--- src/rtl/microwave_timer.sv ---
// Microwave controller: door/start/cancel front panel, countdown cook timer,
// PWM heater power levels and a timed bell. Outputs are decoded from registered state.
module microwave_timer #(
    parameter int TIME_W     = 8,
    parameter int TICK_DIV   = 4,
    parameter int PWR_W      = 2,
    parameter int BELL_TICKS = 3
) (
    input  logic              clk,
    input  logic              nrst,
    input  logic              door,
    input  logic              start,
    input  logic              cancel,
    input  logic              load,
    input  logic [TIME_W-1:0] time_in,
    input  logic [PWR_W-1:0]  power,
    output logic              heat,
    output logic              light,
    output logic              bell,
    output logic [TIME_W-1:0] remaining,
    output logic              busy
);

    localparam int PRE_W  = (TICK_DIV > 1) ? $clog2(TICK_DIV) : 1;
    localparam int BELL_W = (BELL_TICKS > 0) ? $clog2(BELL_TICKS + 1) : 1;

    typedef enum logic [2:0] {
        S_CLOSED = 3'd0,
        S_OPEN   = 3'd1,
        S_COOK   = 3'd2,
        S_PAUSE  = 3'd3,
        S_HOLD   = 3'd4,
        S_RING   = 3'd5
    } state_t;

    state_t              r_state;
    state_t              w_next;
    logic [TIME_W-1:0]   r_remaining;
    logic [PRE_W-1:0]    r_presc;
    logic [PWR_W-1:0]    r_pwm;
    logic [BELL_W-1:0]   r_bell_cnt;
    logic                w_tick;
    logic                w_last_sec;
    logic                w_last_bell;
    logic                w_rem_zero;

    assign w_tick      = (r_presc == PRE_W'(TICK_DIV - 1));
    assign w_last_sec  = (r_remaining == TIME_W'(1));
    assign w_last_bell = (r_bell_cnt == BELL_W'(BELL_TICKS - 1));
    assign w_rem_zero  = (r_remaining == TIME_W'(0));
    assign remaining   = r_remaining;

    // State register
    always_ff @(posedge clk) begin
        if (!nrst) begin
            r_state <= S_CLOSED;
        end else begin
            r_state <= w_next;
        end
    end

    // Next-state logic; door outranks cancel, which outranks start
    always_comb begin
        w_next = r_state;
        case (r_state)
            S_CLOSED: begin
                if (door)                       w_next = S_OPEN;
                else if (cancel)                w_next = S_CLOSED;
                else if (start && !w_rem_zero)  w_next = S_COOK;
                else                            w_next = S_CLOSED;
            end
            S_OPEN: begin
                if (!door) w_next = S_CLOSED;
                else       w_next = S_OPEN;
            end
            S_COOK: begin
                if (door)                     w_next = S_PAUSE;
                else if (cancel)              w_next = S_CLOSED;
                else if (w_tick && w_last_sec) w_next = S_RING;
                else                          w_next = S_COOK;
            end
            S_PAUSE: begin
                if (!door) w_next = S_HOLD;
                else       w_next = S_PAUSE;
            end
            S_HOLD: begin
                if (door)        w_next = S_PAUSE;
                else if (cancel) w_next = S_CLOSED;
                else if (start)  w_next = S_COOK;
                else             w_next = S_HOLD;
            end
            S_RING: begin
                if (door)                      w_next = S_OPEN;
                else if (w_tick && w_last_bell) w_next = S_CLOSED;
                else                           w_next = S_RING;
            end
            default: w_next = S_CLOSED;
        endcase
    end

    // Timer, prescaler, bell counter and PWM phase
    always_ff @(posedge clk) begin
        if (!nrst) begin
            r_remaining <= TIME_W'(0);
            r_presc     <= PRE_W'(0);
            r_bell_cnt  <= BELL_W'(0);
            r_pwm       <= PWR_W'(0);
        end else begin
            r_pwm <= ((r_state == S_COOK) && (w_next == S_COOK)) ? r_pwm + PWR_W'(1) : PWR_W'(0);
            case (r_state)
                S_CLOSED: begin
                    if (!door) begin
                        if (cancel) begin
                            r_remaining <= TIME_W'(0);
                        end else if (!(start && !w_rem_zero) && load) begin
                            r_remaining <= time_in;
                            r_presc     <= PRE_W'(0);
                        end
                    end
                end
                S_OPEN: begin
                    if (door && load) begin
                        r_remaining <= time_in;
                        r_presc     <= PRE_W'(0);
                    end
                end
                S_COOK: begin
                    // An exit coinciding with a tick wins: the partial second is kept
                    if (door) begin
                        r_presc <= r_presc;
                    end else if (cancel) begin
                        r_remaining <= TIME_W'(0);
                    end else if (w_tick) begin
                        r_presc <= PRE_W'(0);
                        if (w_last_sec) begin
                            r_remaining <= TIME_W'(0);
                            r_bell_cnt  <= BELL_W'(0);
                        end else begin
                            r_remaining <= r_remaining - TIME_W'(1);
                        end
                    end else begin
                        r_presc <= r_presc + PRE_W'(1);
                    end
                end
                S_HOLD: begin
                    if (!door && cancel) begin
                        r_remaining <= TIME_W'(0);
                    end
                end
                S_RING: begin
                    if (!door) begin
                        if (w_tick) begin
                            r_presc    <= PRE_W'(0);
                            r_bell_cnt <= r_bell_cnt + BELL_W'(1);
                        end else begin
                            r_presc <= r_presc + PRE_W'(1);
                        end
                    end
                end
                default: begin
                    r_presc <= r_presc;
                end
            endcase
        end
    end

    // Moore output decode
    always_comb begin
        heat  = 1'b0;
        light = 1'b0;
        bell  = 1'b0;
        busy  = 1'b0;
        case (r_state)
            S_CLOSED: light = 1'b0;
            S_OPEN:   light = 1'b1;
            S_COOK: begin
                light = 1'b1;
                busy  = 1'b1;
                heat  = (r_pwm <= power);
            end
            S_PAUSE: begin
                light = 1'b1;
                busy  = 1'b1;
            end
            S_HOLD:  busy = 1'b1;
            S_RING:  bell = 1'b1;
            default: light = 1'b0;
        endcase
    end

endmodule

--- config.mk ---
export PLATFORM = sky130hd
export DESIGN_NAME = microwave_timer
export DESIGN_NICKNAME = d
export VERILOG_FILES = /design/src/rtl/microwave_timer.sv
export SDC_FILE = /design/constraint.sdc
export NUM_CORES = 1
export LEC_CHECK = 0
export CORE_MARGIN = 4
export CORE_UTILIZATION = 50
export DETAILED_ROUTE_END_ITERATION = 6
export MAX_ROUTING_LAYER = met4
export PLACE_DENSITY = 0.79
export SLEW_MARGIN = 10
export SYNTH_ARGS = -nofsm -noshare
export SYNTH_HDL_FRONTEND = slang
export SYNTH_SLANG_ARGS = --single-unit
--- constraint.sdc ---
create_clock -name clk -period 2.36 [get_ports clk]
set_input_delay 0.708 -clock clk [delete_from_list [all_inputs] [get_ports clk]]
set_output_delay 0.708 -clock clk [all_outputs]
set_load 0.05 [all_outputs]
* Word level (Yosys, flattened, before mapping) *
Index checks and enable logic that the tools add are counted.

cells by class
  add/subtract/negate cells = 4
  order comparisons = 1
  equality and inequality tests = 22
  muxes and demuxes = 44
  reduce and logical (&&, ||, !) cells = 21

operators by type and width
  kind                                                                   count
  8-bit two-way mux                                                      9
  2-bit two-way mux                                                      17
  8-bit one-hot mux with 4 select lines                                  1
  3-bit two-way mux                                                      9
  2-bit != test, second input constant                                   11
  3-bit one-hot mux with 6 select lines                                  1
  7-bit AND reduction                                                    2
  3-bit by 2-bit equality test with 1-bit output, second input constant  3
  8-bit by 1-bit equality test with 1-bit output, second input constant  1
  8-bit logical NOT                                                      1
  2-bit one-hot mux with 4 select lines                                  1
  8-bit AND reduction                                                    1
  4-bit nonzero test                                                     2
  8-bit by 1-bit subtractor with 8-bit output, second input constant     1
  1-bit logical AND                                                      7
  2-bit by 1-bit adder with 2-bit output, second input constant          3
  3-bit equality test, second input constant                             2
  3-bit != test, second input constant                                   2
  3-bit OR reduction                                                     2
  1-bit two-way mux                                                      5
  2-bit equality test, second input constant                             2
  2-bit one-hot mux with 2 select lines                                  1
  3-bit by 1-bit equality test with 1-bit output, second input constant  1
  1-bit logical NOT                                                      3
  other kinds (4)                                                        4

storage, ports and cells
  register bits after elaboration = 17
  output and inout bits = 12
  logic and storage cells = 97

* Depth between registers and ports, before layout *
  depth after elaboration = 10
  mapped depth = 8
  mapped depth without buffers = 7

* Worst setup path before layout *
OpenSTA, ideal clock, no wires.

  path type = input to output
  from = input port power[1]
  to = output port heat
  arrival = 2.285 ns
  required time = 1.652 ns
  slack = -0.633 ns
  cell stages on the path = 5
  path buffers = 0
  path through = inv_1 ha_1 a21oi_1 a21oi_1 nor3_1

between the ends
  longest elaborated chain between the ends = 2

ends and longest elaborated chain
  item                            RTL line  text
  start: declaration              16        input logic [PWR_W-1:0] power,
  2-bit less-or-equal comparator  179       heat = (r_pwm <= power);
  1-bit two-way mux               173       case (r_state)
  end: declaration                17        output logic heat,

No other way between the ends.

* Final worst setup path *
  from = input port power[0]
  to = output port heat

The elaborated chain is that of the path after synthesis.

==> flow_summary_export.csv <==
group,metric,value,unit
global_routing,grt_pass1_wl,6060,um
yosys,syn_area_per_cell,7.78,um^2
clock_network,cts_tree,"built",
power,p_leak,0.698,nW
setup_path,path_cells,"clkdlybuf4s15_1, ha_4, inv_2, a21oi_2, a21oi_2, nor3_4, buf_12",
routing,drt-total-wl,3660,um
setup_path,reg2reg_to,"remaining[0]",
min_path,hold_class,"flop to flop",
min_path,worstHoldEndpoint,"r_pwm[0]",
clock_network,clockRootBuffer,"clkbuf_4",
yosys,ys_ff_latch,17,
yosys,syn-num-nets,190,
sta,fin_skew,0.00111,ns
setup_path,critPathKind,"primary input to output pin",
min_path,hp-start,"r_pwm[0]",
setup_path,ff2ff_setup_slack,0.34,ns
final_layout,fin_nets,229,
yosys,synth_edf_count,0,
setup_path,cp.required,1.65,ns
yosys,ys_types,47,
routing,first_pass_iters,4,
setup_path,timing.rr.start,"r_state[2]",
sta,setup_ws,0.0472,ns
power,power_density,444,nW/um^2
yosys,ys.flop_type,"dfxtp_1",
floorplan,core-area,2480,um^2
yosys,synth.most_common_cell,"dfxtp_1",
yosys,ys_seq_area_share,26.2,%
setup_path,rr_worst_depth,6,
clock_network,cts_sinks,17,
yosys,synth.top_cells.by_area,"dfxtp_1 26%, ha_1 6.7%, a21oi_1 6.2%",
clock_network,holdBufCountCts,0,
setup_path,cp-start-kind,"primary input",
routing,drtIter0Drc,74,
routing,postRouteAntennaNets,0,
routing,routed.top_layer,"met4",
floorplan,boundaryPins,28,
floorplan,fp-row-count,18,
sta,period_needed,2.31,ns
yosys,yosysWarnings,0,
final_layout,final_util,72.5,%
clock_network,worstSkewPairLatency,0.29,ns
placement,post-dp-hpwl,2790,um
floorplan,die-area,3480,um^2
setup_path,cpMaxStageDelayCell,"clkdlybuf4s15_1",
clock_network,cts_inserted_buffers,3,
setup_path,cp_data_arrival_time,1.60,ns
floorplan,initial_core_util,52.5,%
clock_network,clockBufferDepth,2,
routing,wl_met3,253,um
sta,slew_violations,0,
yosys,synth_commonest_cells,"17 x dfxtp_1, 16 x a21oi_1, 16 x nor2_1",
sta,setup_viol,0,
sta,tightest_slew,0.607,ns
placement,gp_congestion,0.939,
clock_network,htreeDepth,1,
clock_network,post_cts_buffers,0,
global_routing,grt_start_max_net_pins,22,
global_routing,grt_usage,22.8,%
routing,detail_route.wirelength.met1,1570,um
setup_path,cp_common_cell,"a21oi_2",
global_routing,antenna_found_initial,0,
routing,via_count,1417,
sta,finalCritPeriodShare,98.0,%
yosys,yosysTopAreaCellShare,26.2,%
floorplan,die_y,59.0,um
setup_path,slowest_delay,0.20,ns
setup_path,cp-end-kind,"output pin",
routing,met2_length,1820,um
placement,port_buffers,27,
routing,drcViolationCount,0,
setup_path,critPathMaxFanout,1,
setup_path,path_delay_family,"buffers and inverters",
global_routing,overflow,0,
sta,hold_viol_final,0,
sta,slew_headroom,59.5,%
status,outcome,"finished, final reports clean",
yosys,async_reset_ff_share,0,%
sta,rsz0062_at_grt,"no",
floorplan,dieWidth,59.0,um
routing,via_per_inst,6.03,
yosys,netlist_instances,167,
yosys,yosysTopAreaCell,"dfxtp_1",
final_layout,syn_to_final_growth,38.2,%
placement,place_ws,-0.458,ns
sta,holdWs,0.476,ns
min_path,worstHoldPathCells,1,
sta,max_clock_freq,432,MHz
yosys,synth_area,1300,um^2
global_routing,grt_pass1_vias,1364,
flow_run,max_cap_viol_count,0,
final_layout,antenna_cells,0,
setup_path,critPathBufInv,3,
clock_network,clk_pin_slew,0.12,ns
power,vdd_drop_max,0.409,mV
final_layout,post_route_cells_drive_above_1_share,17.6,%
routing,drt-wirelength-per-cell,15.6,um
how the worst max path moves through the flow:
stage | startpoint | endpoint | depth (start not counted)
final | power[0] | heat | 7
after global routing | power[0] | heat | 7
after CTS | remaining[2] | remaining[2] | 1
after detailed placement | power[1] | heat | 7
after global placement | power[1] | heat | 7
after floorplan | power[1] | heat | 5
cell type report:
cell class / instances / area (um^2)
tap: 30 / 37.5
clock buffer: 3 / 22.5
timing repair buffer: 42 / 427
sequential: 17 / 342
clock inverter: 1 / 5.00
inverter: 12 / 45.0
fill: 211 / 681
multi-input combinational: 130 / 918
where the power goes:
group	switching (mW)	internal [mW]	total (mW)	leakage, nW
Sequential	0.0236	0.301	0.324	0.139
Clock	0.106	0.0630	0.170	0.0177
Combinational	0.170	0.134	0.305	0.542
kinds of logic after synthesis:
logic type	after synthesis	share of synthesized area (%)
simple gates	65	29.5
compound gates	55	28.7
buf+inv	20	6.54
flops	17	26.2
fa+ha+maj	7	6.74
mux	2	1.64
xor+xnor	1	0.674
repair_timing:
item | in CTS | in global routing
hold endpoints to repair | 0 | 0
cloned | 0 | 0
gates resized for setup | 13 | 4
pin swaps | 4 | 1
endpoints found under the setup margin | 1 | 6
placed cells by master (no fill, tap or decap), drive strengths merged, types with 2 or more instances in the layout:
cell	synthesis	layout
o31ai	5	5
and2	3	3
o211ai	7	7
nand2	9	9
inv	12	12
nor3	4	4
ha	7	7
nor4b	3	3
clkdlybuf4s50	0	19
nand4	2	2
nand3	2	2
nand3b	3	3
nand2b	3	3
clkbuf	2	3
a211oi	4	4
o21ai	8	8
dlymetal6s2s	0	2
dfxtp	17	17
buf	6	20
nor4	3	3
o311ai	2	2
and3b	2	2
a221oi	2	2
a32oi	2	2
a21oi	16	16
or3	3	3
nor2	16	16
nor2b	5	5
or4	2	2
worst reg2reg max path, delay by kind of cell (launching register included):
kind	cells	cell delay, ns
flops	1	0.73
compound gates	3	0.60
simple gates	2	0.40
buf+inv	1	0.21
state kept, by name, indices dropped and copies added (netlist names):
| signal | count |
|---|---|
| r_state | 3 |
| r_pwm | 2 |
| r_presc | 2 |
| r_bell_cnt | 2 |
| remaining | 8 |
routing by layer:
layer	track usage, %	vias up
met1	29.8	654
met5	-	-
met4	5.50	0
met3	3.05	2
li1	-	706
met2	37.2	55
through the flow:
step	power [mW]	std cells	cell area [um^2]	TNS, ns
global placement	0.617	231	1730	-1.46
floorplan	0.504	167	1310	-0.0430
finish	0.798	235	1800	0
global route	0.843	235	1800	0
CTS	0.796	235	1790	0
detailed placement	0.628	231	1730	-2.18
Note: power is estimated with default switching activity, not from simulation.
